<file path="config.mk">
export PLATFORM = sky130hd
export DESIGN_NAME = phys_freelist
export DESIGN_NICKNAME = d
export VERILOG_FILES = /design/src/rtl/phys_freelist_pkg.sv /design/src/rtl/phys_freelist_psel.sv /design/src/rtl/phys_freelist.sv
export SDC_FILE = /design/constraint.sdc
export NUM_CORES = 1
export LEC_CHECK = 0
export ABC_AREA = 1
export CAP_MARGIN = 15
export CORE_MARGIN = 5
export CORE_UTILIZATION = 40
export CTS_CLUSTER_DIAMETER = 200
export CTS_CLUSTER_SIZE = 40
export DETAILED_ROUTE_END_ITERATION = 16
export PLACE_DENSITY = 0.77
export SYNTH_ARGS = -nofsm -noshare
export SYNTH_HDL_FRONTEND = slang
export SYNTH_SLANG_ARGS = --single-unit
export TNS_END_PERCENT = 100
</file>
<file path="constraint.sdc">
create_clock -name clock -period 7.9 [get_ports clock]
set_clock_uncertainty 0.05 [all_clocks]
set_input_delay 0.79 -clock clock [delete_from_list [all_inputs] [get_ports clock]]
set_output_delay 0.79 -clock clock [all_outputs]
set_load 0.01 [all_outputs]
</file>
<file path="src/rtl/phys_freelist_pkg.sv">
// Shared sizing constants for the R10K physical register free list.
// INITIAL_AVAIL_MASK is also used by retire's checkpoint register.
package phys_freelist_pkg;

  localparam int N_DEF              = 3;
  localparam int PHYS_REG_SZ_R10K   = 64;
  localparam int ARCH_REG_SZ        = 32;
  localparam int PHYS_TAG           = $clog2(PHYS_REG_SZ_R10K);

  // Architectural registers start out mapped to PR0..ARCH_REG_SZ-1, so only the upper PRs are free.
  localparam logic [PHYS_REG_SZ_R10K-1:0] INITIAL_AVAIL_MASK =
    {PHYS_REG_SZ_R10K{1'b1}} << ARCH_REG_SZ;

endpackage

</file>
<file path="src/rtl/phys_freelist_psel.sv">
// Picks the N lowest set bits of a vector, returned as one-hots, encoded tags and a found flag.
// Each stage is a priority encoder over what earlier stages left behind.
module freelist_psel #(
  parameter int N         = 3,
  parameter int PHYS_REGS = 64
) (
  input  logic [PHYS_REGS-1:0]                      vec,
  output logic [N-1:0][PHYS_REGS-1:0]               onehots,
  output logic [N-1:0][$clog2(PHYS_REGS)-1:0]       tags,
  output logic [N-1:0]                              found
);

  localparam int TW = $clog2(PHYS_REGS);

  logic [N:0][PHYS_REGS-1:0] remaining;

  always_comb begin
    remaining    = '0;
    onehots      = '0;
    tags         = '0;
    found        = '0;
    remaining[0] = vec;
    for (int k = 0; k < N; k++) begin
      // Scanning high to low leaves the lowest set bit as the final winner.
      for (int i = PHYS_REGS - 1; i >= 0; i--) begin
        if (remaining[k][i]) begin
          onehots[k] = PHYS_REGS'(1) << i;
          tags[k]    = TW'(i);
          found[k]   = 1'b1;
        end
      end
      remaining[k+1] = remaining[k] & ~onehots[k];
    end
  end

endmodule

</file>
<file path="src/rtl/phys_freelist.sv">
// R10K physical register free list: grants in-order destination tags to rename,
// reclaims retired Told registers, and reloads the committed mask on mispredict.
module phys_freelist
  import phys_freelist_pkg::*;
#(
  parameter int N          = N_DEF,
  parameter int PHYS_REGS  = PHYS_REG_SZ_R10K,
  parameter int ARCH_COUNT = ARCH_REG_SZ,
  localparam int CW        = $clog2(PHYS_REGS + 1),
  localparam int TW        = $clog2(PHYS_REGS)
) (
  input  logic                 clock,
  input  logic                 reset,
  input  logic [N-1:0]         alloc_req,
  output logic [N-1:0]         alloc_grant,
  output logic [N*TW-1:0]      alloc_tags,
  input  logic [PHYS_REGS-1:0] free_mask,
  input  logic                 restore_en,
  input  logic [PHYS_REGS-1:0] restore_mask,
  output logic [CW-1:0]        free_count,
  output logic [PHYS_REGS-1:0] avail_dbg
);

  localparam logic [PHYS_REGS-1:0] INIT_MASK = {PHYS_REGS{1'b1}} << ARCH_COUNT;
  localparam logic [PHYS_REGS-1:0] PR0_MASK  = PHYS_REGS'(1);

  logic [PHYS_REGS-1:0]          avail;
  logic [PHYS_REGS-1:0]          avail_next;
  logic [CW-1:0]                 count_next;
  logic [N-1:0][PHYS_REGS-1:0]   sel_onehots;
  logic [N-1:0][TW-1:0]          sel_tags;
  logic [N-1:0]                  sel_found;
  logic                          prefix;
  logic [PHYS_REGS-1:0]          granted_mask;
  logic [CW-1:0]                 num_granted;
  logic [PHYS_REGS-1:0]          free_eff;
  logic [PHYS_REGS-1:0]          restore_eff;
  logic [CW:0]                   count_sum;

  function automatic logic [CW-1:0] popcount(input logic [PHYS_REGS-1:0] v);
    logic [CW-1:0] c;
    c = '0;
    for (int i = 0; i < PHYS_REGS; i++) c = c + CW'(v[i]);
    return c;
  endfunction

  freelist_psel #(.N(N), .PHYS_REGS(PHYS_REGS)) u_psel (
    .vec     (avail),
    .onehots (sel_onehots),
    .tags    (sel_tags),
    .found   (sel_found)
  );

  // A request hole or exhausted free count kills every younger lane.
  always_comb begin
    prefix       = !reset && !restore_en;
    alloc_grant  = '0;
    alloc_tags   = '0;
    granted_mask = '0;
    num_granted  = '0;
    for (int w = 0; w < N; w++) begin
      prefix = prefix && alloc_req[w] && sel_found[w] && (CW'(w) < free_count);
      alloc_grant[w] = prefix;
      if (prefix) begin
        alloc_tags[w*TW +: TW] = sel_tags[w];
        granted_mask           = granted_mask | sel_onehots[w];
        num_granted            = num_granted + CW'(1);
      end
    end
  end

  assign free_eff    = free_mask & ~PR0_MASK;
  assign restore_eff = restore_mask & ~PR0_MASK;
  assign count_sum   = {1'b0, free_count} + {1'b0, popcount(free_eff & ~avail)}
                     - {1'b0, num_granted};

  always_comb begin
    avail_next = (avail & ~granted_mask) | free_eff;
    count_next = count_sum[CW-1:0];
    if (restore_en) begin
      avail_next = restore_eff;
      count_next = popcount(restore_eff);
    end
  end

  always_ff @(posedge clock or posedge reset) begin
    if (reset) begin
      avail      <= INIT_MASK;
      free_count <= CW'(PHYS_REGS - ARCH_COUNT);
    end else begin
      avail      <= avail_next;
      free_count <= count_next;
    end
  end

  assign avail_dbg = avail;

  a_double_free: assert property (@(posedge clock) disable iff (reset)
    !restore_en |-> ((free_eff & avail) == '0));

  a_free_granted: assert property (@(posedge clock) disable iff (reset)
    !restore_en |-> ((free_eff & granted_mask) == '0));

  a_restore_count: assert property (@(posedge clock) disable iff (reset)
    restore_en |-> (popcount(restore_eff) <= CW'(PHYS_REGS - ARCH_COUNT)));

  a_count_range: assert property (@(posedge clock) disable iff (reset)
    !restore_en |-> (count_sum <= (CW+1)'(PHYS_REGS - 1)));

endmodule

</file>
# --- Word level (Yosys, flattened, before mapping) ---
# Cells that the tools add are included.
classes:
  add_sub_neg: 129
  n_lt_le_gt_ge: 3
  mux: 587
  bitwise_logic: 11
  n_reduce_logical: 12
ops:
  columns: ["operator", "n"]
  rows:
  - ["$mux W64", 196]
  - ["$mux W6", 195]
  - ["$add A7 B1 Y7", 113]
  - ["$and A64 B64 Y64", 4]
  - ["$not A64 Y64", 4]
  - ["$mux W1", 193]
  - ["$or A64 B64 Y64", 3]
  - ["$mux W7", 3]
  - ["$add A6 B1 Y7", 2]
  - ["$add A7 B1 Y7 const B", 2]
  - ["$lt A1 B7 Y1 const A", 2]
  - ["$add A5 B1 Y6", 2]
  - ["$add A4 B1 Y5", 2]
  - ["$logic_and A1 B1 Y1", 10]
  - ["$add A3 B1 Y4", 2]
  - ["$add A7 B7 Y7", 1]
  - ["$lt A2 B7 Y1 const A", 1]
  - ["$sub A7 B7 Y7", 1]
  - ["$add A2 B1 Y3", 2]
  - ["$add A1 B1 Y2", 2]
  - ["$logic_not A1 Y1", 2]
word_totals:
  regBits: 71
  inputBits: 134
  word_cells: 744

# --- Logic depth before layout (Yosys ltp) ---
logic_depth:
  ltp_word: 203
  mapped_depth: 61

# --- Hierarchy ---
# Synthesis repeated with hierarchy kept, for this count alone.
hier_totals:
  cells_unflattened: 2741
  area_unflattened_um2: 15840.2
by_module_without_submodules:
  columns: ["module", "n_inst", "cells_each", "area_each_um2", "seq_area_each_um2"]
  rows:
  - ["phys_freelist", 1, 1220, 8868.5, 1818.0]
  - ["freelist_psel", 1, 1521, 6971.7, 0.0]

# --- Least setup slack after synthesis ---
# OpenSTA, ideal clock, no wires.
synth_timing:
  path_type: "in2reg"
  startpoint: "input port reset"
  endpoint: "register free_count[6]"
  t_arrival_ns: 8.856
  required_time_ns: 7.784
  setup_slack_ns: -1.073
  path_stages: 32
  cell_sequence: "inv_1 > o2111ai_1 > inv_1 > nand2_1 > clkinv_1 > nand3_1 > inv_1 > nand2_1 > clkbuf_1 > buf_1 > ha_1 > xor2_1 > inv_1 > ha_1 > fa_1 > fa_1 > fa_1 > fa_1 > fa_1 > fa_1 > fa_1 > inv_1 > ha_1 > fa_1 > a21oi_1 > o21bai_1 > nand2_1 > nand2_1 > a21oi_1 > xor2_1 > nand2_1 > nand2_1"
synth_via:
  elab_chain_cells: 14
  word_cells_on_any_way: 18
  classes_between: "3 x add/sub; 4 x mux; 11 x reduce/logical"
synth_rtl:
  columns: ["element", "line", "text"]
  rows:
  - ["from (decl)", "phys_freelist.sv:13", "input logic reset,"]
  - ["$logic_not A1 Y1 (no line) (*)", null, null]
  - ["$logic_and A1 B1 Y1 (*)", "phys_freelist.sv:56", "prefix = !reset && !restore_en;"]
  - ["$logic_and A1 B1 Y1 (*) (3 in series)", "phys_freelist.sv:62", "prefix = prefix && alloc_req[w] && sel_found[w] && (CW'(w) < free_count);"]
  - ["branches (longest 6 deep; another with $add A7 B1 Y7)", null, null]
  - ["$mux W7 (*)", "phys_freelist.sv:64", "if (prefix) begin"]
  - ["$sub A7 B7 Y7 (*)", "phys_freelist.sv:75", "- {1'b0, num_granted};"]
  - ["$mux W7 (*)", "phys_freelist.sv:80", "if (restore_en) begin"]
  - ["net count_next[6]", "phys_freelist.sv:29", "logic [CW-1:0] count_next;"]
  - ["to (signal assigned)", "phys_freelist.sv:89", "free_count <= CW'(PHYS_REGS - ARCH_COUNT);"]
  - ["to (signal assigned)", "phys_freelist.sv:92", "free_count <= count_next;"]
  - ["to (decl)", "phys_freelist.sv:20", "output logic [CW-1:0] free_count,"]
# Mark *: on every way through the listed nets, which the timed path passes.

# --- Worst setup path after layout ---
layout_timing:
  startpoint: "register avail[7] (netlist: avail_dbg[7])"
  endpoint: "register avail[37] (netlist: avail_dbg[37])"
layout_via:
  elab_chain_cells: 147
  word_cells_on_any_way: 292
  classes_between: "275 x mux; 9 x bitwise; 8 x reduce/logical"
layout_rtl:
  columns: ["element", "line", "text"]
  rows:
  - ["from (decl)", "phys_freelist.sv:27", "logic [PHYS_REGS-1:0] avail;"]
  - ["from (signal assigned)", "phys_freelist.sv:91", "avail <= avail_next;"]
  - ["$mux W64 (8 in series)", "phys_freelist_psel.sv:26", "if (remaining[k][i]) begin"]
  - ["$not A64 Y64", "phys_freelist_psel.sv:32", "remaining[k+1] = remaining[k] & ~onehots[k];"]
  - ["$and A64 B64 Y64", "phys_freelist_psel.sv:32", null]
  - ["$mux W64 (64 in series)", "phys_freelist_psel.sv:26", null]
  - ["$not A64 Y64", "phys_freelist_psel.sv:32", null]
  - ["$and A64 B64 Y64", "phys_freelist_psel.sv:32", null]
  - ["$mux W1 (64 in series)", "phys_freelist_psel.sv:26", null]
  - ["$logic_and A1 B1 Y1 (2 in series)", "phys_freelist.sv:62", null]
  - ["$mux W64 (*)", "phys_freelist.sv:64", null]
  - ["$not A64 Y64 (*)", "phys_freelist.sv:78", "avail_next = (avail & ~granted_mask) | free_eff;"]
  - ["$and A64 B64 Y64 (*)", "phys_freelist.sv:78", null]
  - ["$or A64 B64 Y64 (*)", "phys_freelist.sv:78", null]
  - ["$mux W64 (*)", "phys_freelist.sv:80", null]
  - ["net avail_next[37]", "phys_freelist.sv:28", "logic [PHYS_REGS-1:0] avail_next;"]
# The timed path passes the listed nets; every way through them passes the cells marked *.

==> run summary <==
Int Pwr = 0.00361 W
Setup TNS = -5560 ps
Row Count = 68
Sequential share of the synthesized area = 13.2%
Leakage = 10.8 nW
Root Driver = clkbuf_16
CP required = 8090 ps
Final setup violation count = 8
Yosys warns = 0
Worst Hold Path EP = avail_dbg[41]
Post-synthesis register bit count = 71
Post-synth ARST share = 100%
Antenna diodes = 0
Placed cells = 3,407
Hold Path Class = reg -> reg
Hold Buf Count CTS = 0
Clk pwr share = 5.7%
Routed vias/inst = 5.56
Final net count = 3,354
Final period util = 115%
Placer Congestion = 1.09
P per Cell Area = 327 nW/um^2
Status = complete, but fails checks
Worst Path Arrival = 9290 ps
IO buf count = 223
WHS Path Cells = 3
Slew HR = 14.5%
FF-to-FF End = avail_dbg[37]
Layout Cells excl Fill = 3,517
Number of top-level pins = 226
Reg2reg setup slack = -1200 ps
Failing checks = negative setup slack
GRT Overall Usage = 39.8%
Wire length per cell = 22.7 microns
Area growth, synth to finish = 63.5%
Slew Viols, Final = 0
Power consumption = 0.00735 W
Multi-input combinational cell area = 10,900 sq um
Post-synth EDFFs = 0
Post-route ant nets = 0
Worst skew pair latency = 360 ps
Pin count of the biggest net entering global routing = 76
WP buf/inv = 54
CTS buffer count = 9
Top_reg_cell synth = dfrtp_1
Total core area = 34,300 sq um
Syn Nets = 2,501
Gate power share = 87.5%
Worst r2r path cells = 67
Initial antenna violation count = 3
Worst setup path class = reg -> reg
Total number of vias = 19,562
FILL cells = 3,080
Vias in the first global route = 18,743
Reg power frac = 6.8%
Crit. End Element = register
Pre-antenna DRT Iters = 7
Layout cell share with drive strength beyond 1 = 31.7%
Slew @ Worst Pin = 1270 ps
Post-route minimum period = 9100 ps
RSZ-0062 raised after global routing = yes
Setup WS post-layout = -1200 ps
FF-to-FF Start = avail_dbg[7]
Most common cell after layout, fill and taps aside = buf_4
Worst Path Max Fanout = 6
First-pass GRT wire length = 115,000 microns
Most common cell on crit path = buf_4
Setup crit start kind = register
Final hold violation count = 0
Distinct cells, synth = 59
Clock-pin slew on the worst setup and hold paths = 60 ps
Sw Pwr = 0.00374 W
CP max stage delay = 410 ps
H-tree Lvls = 3
DR DRC count = 0
Gate Count Post-Synth = 2,204
CTS tree = yes
Peak VDD IR = 0.00234 V
Remaining Overflow, GRT = 0
Drt total wl = 80,000 microns
Height of the die = 195 microns
Max cap viols = 0
Post-DP HPWL = 67,100 microns
Full die area = 38,200 sq um
Syn Area/Cell = 6.24 sq um
CTS Sinks = 71
Clock Tree Buf Depth = 2
Detailed Route Iter0 Violations = 2,867
CP max-delay cell = dfrtp_1
Die W = 195 microns
Register Area = 1830 sq um
Min-delay src = avail_dbg[41]
Switching share of power = 50.8%
Initial Util = 40.1%
FMAX = 110 MHz
Mapped Area = 13,800 sq um
Delay-heaviest family, CP = buffers and inverters
Commonest cells after routing, fill and taps aside = buf_4, nand2_1, inv_1, nor2_1, clkdlybuf4s50_1
## sequential cells by signal (all words and copies together) (netlist names)
register,flops
free_count,7
avail_dbg,64
## worst register-to-register path, delay by kind of cell, from the launching register on
kind                   cells  cell delay, ps
DFF                        1             410
AOI/OAI and AO/OA          3             400
buffers and inverters     54            6850
and+or+nand+nor           10            1300
## layout make-up
| class | count | share of cell area [%] |
|---|---|---|
| Multi-Input combinational cell | 1667 | 48.5 |
| Inverter | 430 | 7.25 |
| Tap cell | 455 | 2.53 |
| Sequential cell | 71 | 8.12 |
| Timing Repair Buffer | 878 | 32.2 |
| Clock inverter | 5 | 0.256 |
| Clock buffer | 11 | 1.08 |
## kinds of logic (layout without fill, tap and decap cells)
| group | count (synthesis) | in the layout | share of synthesized area, % |
|---|---|---|---|
| AND/OR/NAND/NOR | 1185 | 1186 | 38.1 |
| buffers and inverters | 467 | 1324 | 12.9 |
| AO/OA/AOI/OAI | 307 | 307 | 14.4 |
| adder cells (fa/ha/maj) | 163 | 163 | 20.8 |
| flip-flops | 71 | 71 | 13.2 |
| XOR/XNOR | 11 | 11 | 0.700 |
## synth_stat cells (13+ instances only)
master	count	share of area, %
a21oi_1	71	2.6
nor4_1	20	0.91
o21ai_0	73	2.7
nand2_2	24	1.1
o2111ai_1	31	2.0
a31oi_1	46	2.1
dfrtp_1	38	6.9
fa_1	109	16
clkbuf_1	27	0.74
a22oi_1	21	1.1
nor2_1	382	10
inv_1	408	11
inv_2	17	0.46
nand2_1	485	13
nor3_1	49	1.8
nand4_1	44	2.0
dfstp_2	33	6.3
o221ai_1	14	0.89
nor2_2	30	1.4
nand3_1	110	4.0
ha_1	54	4.9
nor2_4	13	1.1
## metal layers
metal | global-route usage [%] | up-vias | share of wire [%]
met5 | 0 | - | 0.026
met4 | 14.6 | 4 | 4.9
met1 | 57.5 | 9238 | 42
met2 | 58.1 | 1285 | 42
li1 | - | 8779 | -
met3 | 8.97 | 256 | 12
## through the flow
step	util [%]	instance area, sq um	hold WS [ps]	worst slack [ps]
floorplan	-	13900	488	-435
global placement	60.8	20800	687	-1150
detailed placement	60.8	20800	689	-1310
CTS	63.9	21900	701	-845
global route	65.6	22500	731	-1360
finish	65.6	22500	709	-1200
## power groups by stage
stage	sequential (W)	clock [W]	combinational (W)
3_5_place_dp	0.000501	0	0.00542
3_3_place_gp	0.000499	0	0.00510
5_1_grt	0.000505	0.000439	0.00705
4_1_cts	0.000496	0.000417	0.00552
6_report	0.000499	0.000421	0.00643
2_1_floorplan	0.000531	0	0.00347
## repair_timing
| action | 4_1_cts | 5_1_grt |
|---|---|---|
| setup endpoints to repair | 7 | 8 |
| gates cloned | 1 | 0 |
| setup buffers | 65 | 28 |
| gates resized for setup | 66 | 106 |
| pin swaps | 22 | 34 |
## worst max-delay path by stage
stage / from / to / cells past startpoint
floorplan: avail_dbg[4] / free_count[6] / 46
CTS: avail_dbg[3] / free_count[6] / 44
detailed placement: avail_dbg[4] / free_count[6] / 44
global placement: avail_dbg[4] / free_count[6] / 44
global route: avail_dbg[12] / free_count[6] / 50
finish: avail_dbg[7] / avail_dbg[37] / 67
Note: power is estimated with default switching activity, not from simulation.
